<file path="config.mk">
export PLATFORM = sky130hd
export DESIGN_NAME = seg_scan_flat
export DESIGN_NICKNAME = d
export VERILOG_FILES = /design/src/rtl/seg_scan_if.sv /design/src/rtl/seg_scan.sv /design/src/flat_wrapper.sv
export SDC_FILE = /design/constraint.sdc
export NUM_CORES = 1
export LEC_CHECK = 0
export BUFFER_PORTS_ARGS = -buffer_cell sky130_fd_sc_hd__buf_2
export CAP_MARGIN = 20
export CORE_AREA = 2 2 97 99
export DETAILED_ROUTE_END_ITERATION = 16
export DIE_AREA = 0 0 99 101
export PLACE_DENSITY_LB_ADDON = 0.12
export SLEW_MARGIN = 20
export SYNTH_ARGS = -nofsm -noshare
export SYNTH_HDL_FRONTEND = slang
export SYNTH_SLANG_ARGS = --single-unit
</file>
<file path="constraint.sdc">
create_clock -name clk -period 2.4 [get_ports clk]
set_input_delay 0.6 -clock clk [delete_from_list [all_inputs] [get_ports clk]]
set_output_delay 0.6 -clock clk [all_outputs]
set_load 0.02 [all_outputs]
</file>
<file path="src/rtl/seg_scan_if.sv">
// seg_scan_if: bundle between the upstream segment source and the
// seven-segment scanner.
//   seg0..seg7  : per-digit segment bytes (seg0 -> digit 0)
//   freeze      : hold the current snapshot at the next capture point
//   an_n        : active-low digit enables
//   seg_out     : shared segment bus
//   frame_start : one-cycle pulse at each snapshot capture point
// master = segment source / display consumer side, slave = scanner.
interface seg_scan_if;
  logic [7:0] seg0;
  logic [7:0] seg1;
  logic [7:0] seg2;
  logic [7:0] seg3;
  logic [7:0] seg4;
  logic [7:0] seg5;
  logic [7:0] seg6;
  logic [7:0] seg7;
  logic       freeze;
  logic [7:0] an_n;
  logic [7:0] seg_out;
  logic       frame_start;

  modport master (
    output seg0, seg1, seg2, seg3, seg4, seg5, seg6, seg7, freeze,
    input  an_n, seg_out, frame_start
  );

  modport slave (
    input  seg0, seg1, seg2, seg3, seg4, seg5, seg6, seg7, freeze,
    output an_n, seg_out, frame_start
  );
endinterface

</file>
<file path="src/rtl/seg_scan.sv">
// seg_scan: time-multiplexed driver for an 8-digit seven-segment display.
// Each digit owns a slot of CLK_DIV cycles; the first BLANK_CYCLES of every
// slot drive all digits off to suppress ghosting. The eight segment bytes
// are snapshotted together once per frame (start of digit 0's slot) so a
// frame never mixes old and new data.
// Ports:
//   clk  : system clock
//   rst  : asynchronous, active-low reset
//   bus  : seg_scan_if.slave (seg0..seg7, freeze in; an_n, seg_out,
//          frame_start out)
module seg_scan #(
  parameter int         CLK_DIV      = 1000,
  parameter int         BLANK_CYCLES = 16,
  parameter logic [7:0] BLANK_SEG    = 8'hFF
) (
  input logic       clk,
  input logic       rst,
  seg_scan_if.slave bus
);

  localparam int CNT_W = $clog2(CLK_DIV);
  localparam logic [CNT_W-1:0] CNT_LAST  = CNT_W'(CLK_DIV - 1);
  localparam logic [CNT_W-1:0] BLANK_END = CNT_W'(BLANK_CYCLES);

  logic [CNT_W-1:0] cnt_reg;
  logic [2:0]       dig_reg;
  logic [7:0]       shadow_reg  [8];
  logic [7:0]       shadow_next [8];
  logic [7:0]       seg_in      [8];
  logic             capture;

  assign seg_in[0] = bus.seg0;
  assign seg_in[1] = bus.seg1;
  assign seg_in[2] = bus.seg2;
  assign seg_in[3] = bus.seg3;
  assign seg_in[4] = bus.seg4;
  assign seg_in[5] = bus.seg5;
  assign seg_in[6] = bus.seg6;
  assign seg_in[7] = bus.seg7;

  // Capture point: first cycle of digit 0's slot.
  assign capture = (cnt_reg == '0) && (dig_reg == 3'd0);

  // Slot counter and digit index.
  always_ff @(posedge clk or negedge rst) begin
    if (!rst) begin
      cnt_reg <= '0;
      dig_reg <= 3'd0;
    end else if (cnt_reg == CNT_LAST) begin
      cnt_reg <= '0;
      dig_reg <= dig_reg + 3'd1;   // natural 7 -> 0 wrap
    end else begin
      cnt_reg <= cnt_reg + 1'b1;
    end
  end

  // Per-digit snapshot. The output stage reads shadow_next so it sees the
  // value being captured on the same edge.
  generate
    for (genvar gi = 0; gi < 8; gi++) begin : g_shadow
      assign shadow_next[gi] = (capture && !bus.freeze) ? seg_in[gi]
                                                       : shadow_reg[gi];
      always_ff @(posedge clk or negedge rst) begin
        if (!rst) begin
          shadow_reg[gi] <= BLANK_SEG;
        end else begin
          shadow_reg[gi] <= shadow_next[gi];
        end
      end
    end
  endgenerate

  // Registered outputs. Only one enable bit can ever be low since the
  // pattern is a single shifted one, inverted.
  always_ff @(posedge clk or negedge rst) begin
    if (!rst) begin
      bus.an_n        <= 8'hFF;
      bus.seg_out     <= BLANK_SEG;
      bus.frame_start <= 1'b0;
    end else begin
      bus.frame_start <= capture;
      if (cnt_reg < BLANK_END) begin
        bus.an_n    <= 8'hFF;
        bus.seg_out <= BLANK_SEG;
      end else begin
        bus.an_n    <= ~(8'b1 << dig_reg);
        bus.seg_out <= shadow_next[dig_reg];
      end
    end
  end

endmodule

</file>
<file path="src/flat_wrapper.sv">
// flat-port wrapper written by rule: the top's interface ports become plain ports
module seg_scan_flat 
#(
  parameter int         CLK_DIV      = 1000,
  parameter int         BLANK_CYCLES = 16,
  parameter logic [7:0] BLANK_SEG    = 8'hFF
)
  (clk, rst, bus_seg0, bus_seg1, bus_seg2, bus_seg3, bus_seg4, bus_seg5, bus_seg6, bus_seg7, bus_freeze, bus_an_n, bus_seg_out, bus_frame_start);
  seg_scan_if bus_i ();
  input logic clk;
  input logic rst;
  input wire logic [$bits(bus_i.seg0)-1:0] bus_seg0;
  input wire logic [$bits(bus_i.seg1)-1:0] bus_seg1;
  input wire logic [$bits(bus_i.seg2)-1:0] bus_seg2;
  input wire logic [$bits(bus_i.seg3)-1:0] bus_seg3;
  input wire logic [$bits(bus_i.seg4)-1:0] bus_seg4;
  input wire logic [$bits(bus_i.seg5)-1:0] bus_seg5;
  input wire logic [$bits(bus_i.seg6)-1:0] bus_seg6;
  input wire logic [$bits(bus_i.seg7)-1:0] bus_seg7;
  input wire logic [$bits(bus_i.freeze)-1:0] bus_freeze;
  output wire logic [$bits(bus_i.an_n)-1:0] bus_an_n;
  output wire logic [$bits(bus_i.seg_out)-1:0] bus_seg_out;
  output wire logic [$bits(bus_i.frame_start)-1:0] bus_frame_start;
  assign bus_i.seg0 = bus_seg0;
  assign bus_i.seg1 = bus_seg1;
  assign bus_i.seg2 = bus_seg2;
  assign bus_i.seg3 = bus_seg3;
  assign bus_i.seg4 = bus_seg4;
  assign bus_i.seg5 = bus_seg5;
  assign bus_i.seg6 = bus_seg6;
  assign bus_i.seg7 = bus_seg7;
  assign bus_i.freeze = bus_freeze;
  assign bus_an_n = bus_i.an_n;
  assign bus_seg_out = bus_i.seg_out;
  assign bus_frame_start = bus_i.frame_start;
  seg_scan #(.CLK_DIV(CLK_DIV), .BLANK_CYCLES(BLANK_CYCLES), .BLANK_SEG(BLANK_SEG)) u_core (.clk(clk), .rst(rst), .bus(bus_i));
endmodule
</file>
==> impl_metrics.toml <==
[timing]
final.setup_skew_ns = 0.00866
finalSetupTns_ns = 0
fmax_mhz = 464
hold_viol_final = 0
grt_setup_unrepaired = "false"
tightest_slew_ns = 0.724
report.final.slew_viol_count = 0
period_minus_slack_ns = 2.16
setup_viol = 0
period_share_pct = 89.9
slew-limit-headroom_pct = 51.7

[critical_path]
crit_family = "simple AND/OR/NAND/NOR gates"
setup.worst_path.class = "register to register"
r2r_start = "u_core.dig_reg[0]"
reg2reg_depth = 7
crit_path_start_kind = "register"
critical_path.slowest_cell = "and4_2"
cp_num_cells = 7
cp_max_fo = 22
path_buf_inv = 2
cp_common_cell = "nand2_1"
crit_start = "u_core.dig_reg[0]"
max_stage_delay_ns = 0.57
reg2reg_slack_ns = 0.24
arrival_ns = 2.46
r2r-end = "u_core.shadow_reg[59]"
required_ns = 2.71
cp-endpoint = "u_core.shadow_reg[59]"
crit_chain = "inv_1, ha_1, nor3b_1, and4_2, buf_4, nand2_1, nand2_1"
endpoint_kind = "register"

[clocking]
postCtsSetupBuffers = 0
clk_pin_slew_worst_paths_ns = 0.09
htree_num_levels = 3
cts_resized = 0
clock_path_buffers = 2
cts_tree = "yes"
insertion_delay_ns = 0.36
cts_hold_buffers = 0
cts-root-buf = "clkbuf_8"
numCtsBuffers = 9
cts_sinks = 94

[yosys]
yosysWarnings = 0
synth-simple-area-share_pct = 25.0
syn_nets = 522
yosys.area_share.adder_pct = 2.28
netlist_area_mm2 = 0.00438
yosys_register_bits = 94
synthTopCellsByArea = "dfstp_2 (48%), nand2_1 (17%), dfrtp_1 (8.0%), mux4_2 (4.1%), nor2b_1 (2.4%)"
synthCells = 447
syn_area_per_cell_um2 = 9.81
synth-compound-area-share_pct = 3.65
synth_xor_area_share_pct = 1.40
synth_largest_area_cell = "dfstp_2"
ys_types = 31
yosys.area.top_type_share_pct = 48.0
synth_mux_area_share_pct = 7.99
synth_top_family_by_area = "simple AND/OR/NAND/NOR gates"
yosysSeqAreaShare_pct = 56.0

[layout]
drive_gt1_share_pct = 39.2
layout_commonest_cell = "nand2_1"
final_cell_mix = "nand2_1 (204), buf_2 (82), dfstp_2 (80)"
antenna_cells = 0
syn2layout_area_growth_pct = 17.2
fin_nets = 601
largest_reg_flops = 64
stdcell_count = 642
post-route-util_pct = 57.2

[routing]
viasPerCell = 5.04
drtPass1Iterations = 4
drc = 0
wl_per_cell_um = 14.3
route.vias.total = 3237
wl_mm = 9.20
ant_nets = 0
first_iter_violations = 102

[grt]
grt_pass1_wl_mm = 15.2
grt_max_degree = 73
grt_overflow = 0
grt_pass1_vias = 3122
grtUsageTotal_pct = 19.3
grt_antenna_before_repair = 0

[place]
port_buffers = 83
finalWeightedCongestion = 0.812
dp_cells = 626
place_hpwl_mm = 6.01

[floorplan]
die_y_um = 101
die_area_mm2 = 0.0100
boundaryPins = 84
initial_core_util_pct = 48.8
die_width_um = 99
num_rows = 35
core-area_mm2 = 0.00898

[outcome]
status = "complete, no violations"

[power]
pwr_density_cell_mw_per_mm2 = 616
ir_drop_v = 0.000343
p_leak_nw = 2.39
power_mw = 3.16

[run]
drv_cap = 0

[worst_hold_path]
hp-class = "primary input to asynchronous set/reset pin"
[cell usage after synthesis]
cell,count
mux2_2,8
dfstp_2,80
buf_6,1
ha_1,8
nor4_4,1
a32oi_1,8
inv_1,7
mux4_2,8
nor2b_1,17
nor4bb_1,1
nor3b_1,3
nand3_1,13
buf_2,5
mux2i_1,8
nand2b_1,1
and3_1,1
and4_1,2
or3_1,1
o21ai_0,4
a21oi_1,4
xor2_1,4
buf_4,7
clkbuf_1,13
xnor2_1,3
nor2_1,7
nand2_1,204
and4b_1,1
and2_1,2
dfrtp_1,14
nand4_1,3
o22ai_1,8
[kinds of logic (layout without fill, tap and decap cells)]
logic type,after synthesis,in the layout
muxes,24,24
buffers and inverters,33,117
adders and majority gates,8,8
xor gates and xnor gates,7,7
AOI/OAI and AO/OA,24,24
and+or+nand+nor,257,257
DFF,94,94
[stage by stage]
| stage | hold WS, ns | worst slack [ns] | instance area, um^2 |
|---|---|---|---|
| global placement | 0.438 | 0.352 | 4900 |
| detailed placement | 0.442 | 0.265 | 4900 |
| finish | 0.127 | 0.243 | 5140 |
| CTS | 0.128 | 0.238 | 5140 |
| floorplan | 0.304 | 0.0291 | 4380 |
| global route | 0.134 | 0.0782 | 5140 |
[layout make-up]
type / count / area (um^2)
inverters: 7 / 26.3
fillers: 796 / 3840
clock buffers: 10 / 128
well taps: 111 / 139
multi-input cells: 320 / 1770
flip-flops and latches: 94 / 2450
repair buffers: 94 / 513
clock inverters: 6 / 110
[metal layers]
metal  vias up  wire length, um  track usage (%)  part of all wire (%)
met5         -                0                0                     0
met4         0              129             7.38                   1.4
met3        11              421             3.61                   4.6
met2        70             4310             30.4                    47
met1      1546             4330             26.9                    47
li1       1610                -                -                     -
[report_power, final]
part	internal (mW)	total (mW)	switching, mW
clock network	0.690	1.25	0.555
registers	1.70	1.73	0.0305
logic	0.0932	0.194	0.101
[worst min-delay path by stage]
stage                                         to  cells after the start                   from  slack, ns
after floorplan           u_core.bus.frame_start                      0                    rst       0.30
after CTS                      u_core.cnt_reg[5]                      1                    rst       0.13
after global routing           u_core.cnt_reg[8]                      1                    rst       0.13
after global placement     u_core.shadow_reg[44]                      2  u_core.shadow_reg[44]       0.44
after detailed placement   u_core.shadow_reg[11]                      2  u_core.shadow_reg[11]       0.44
final                          u_core.cnt_reg[9]                      1                    rst       0.13
(Power assumes the default switching activity.)
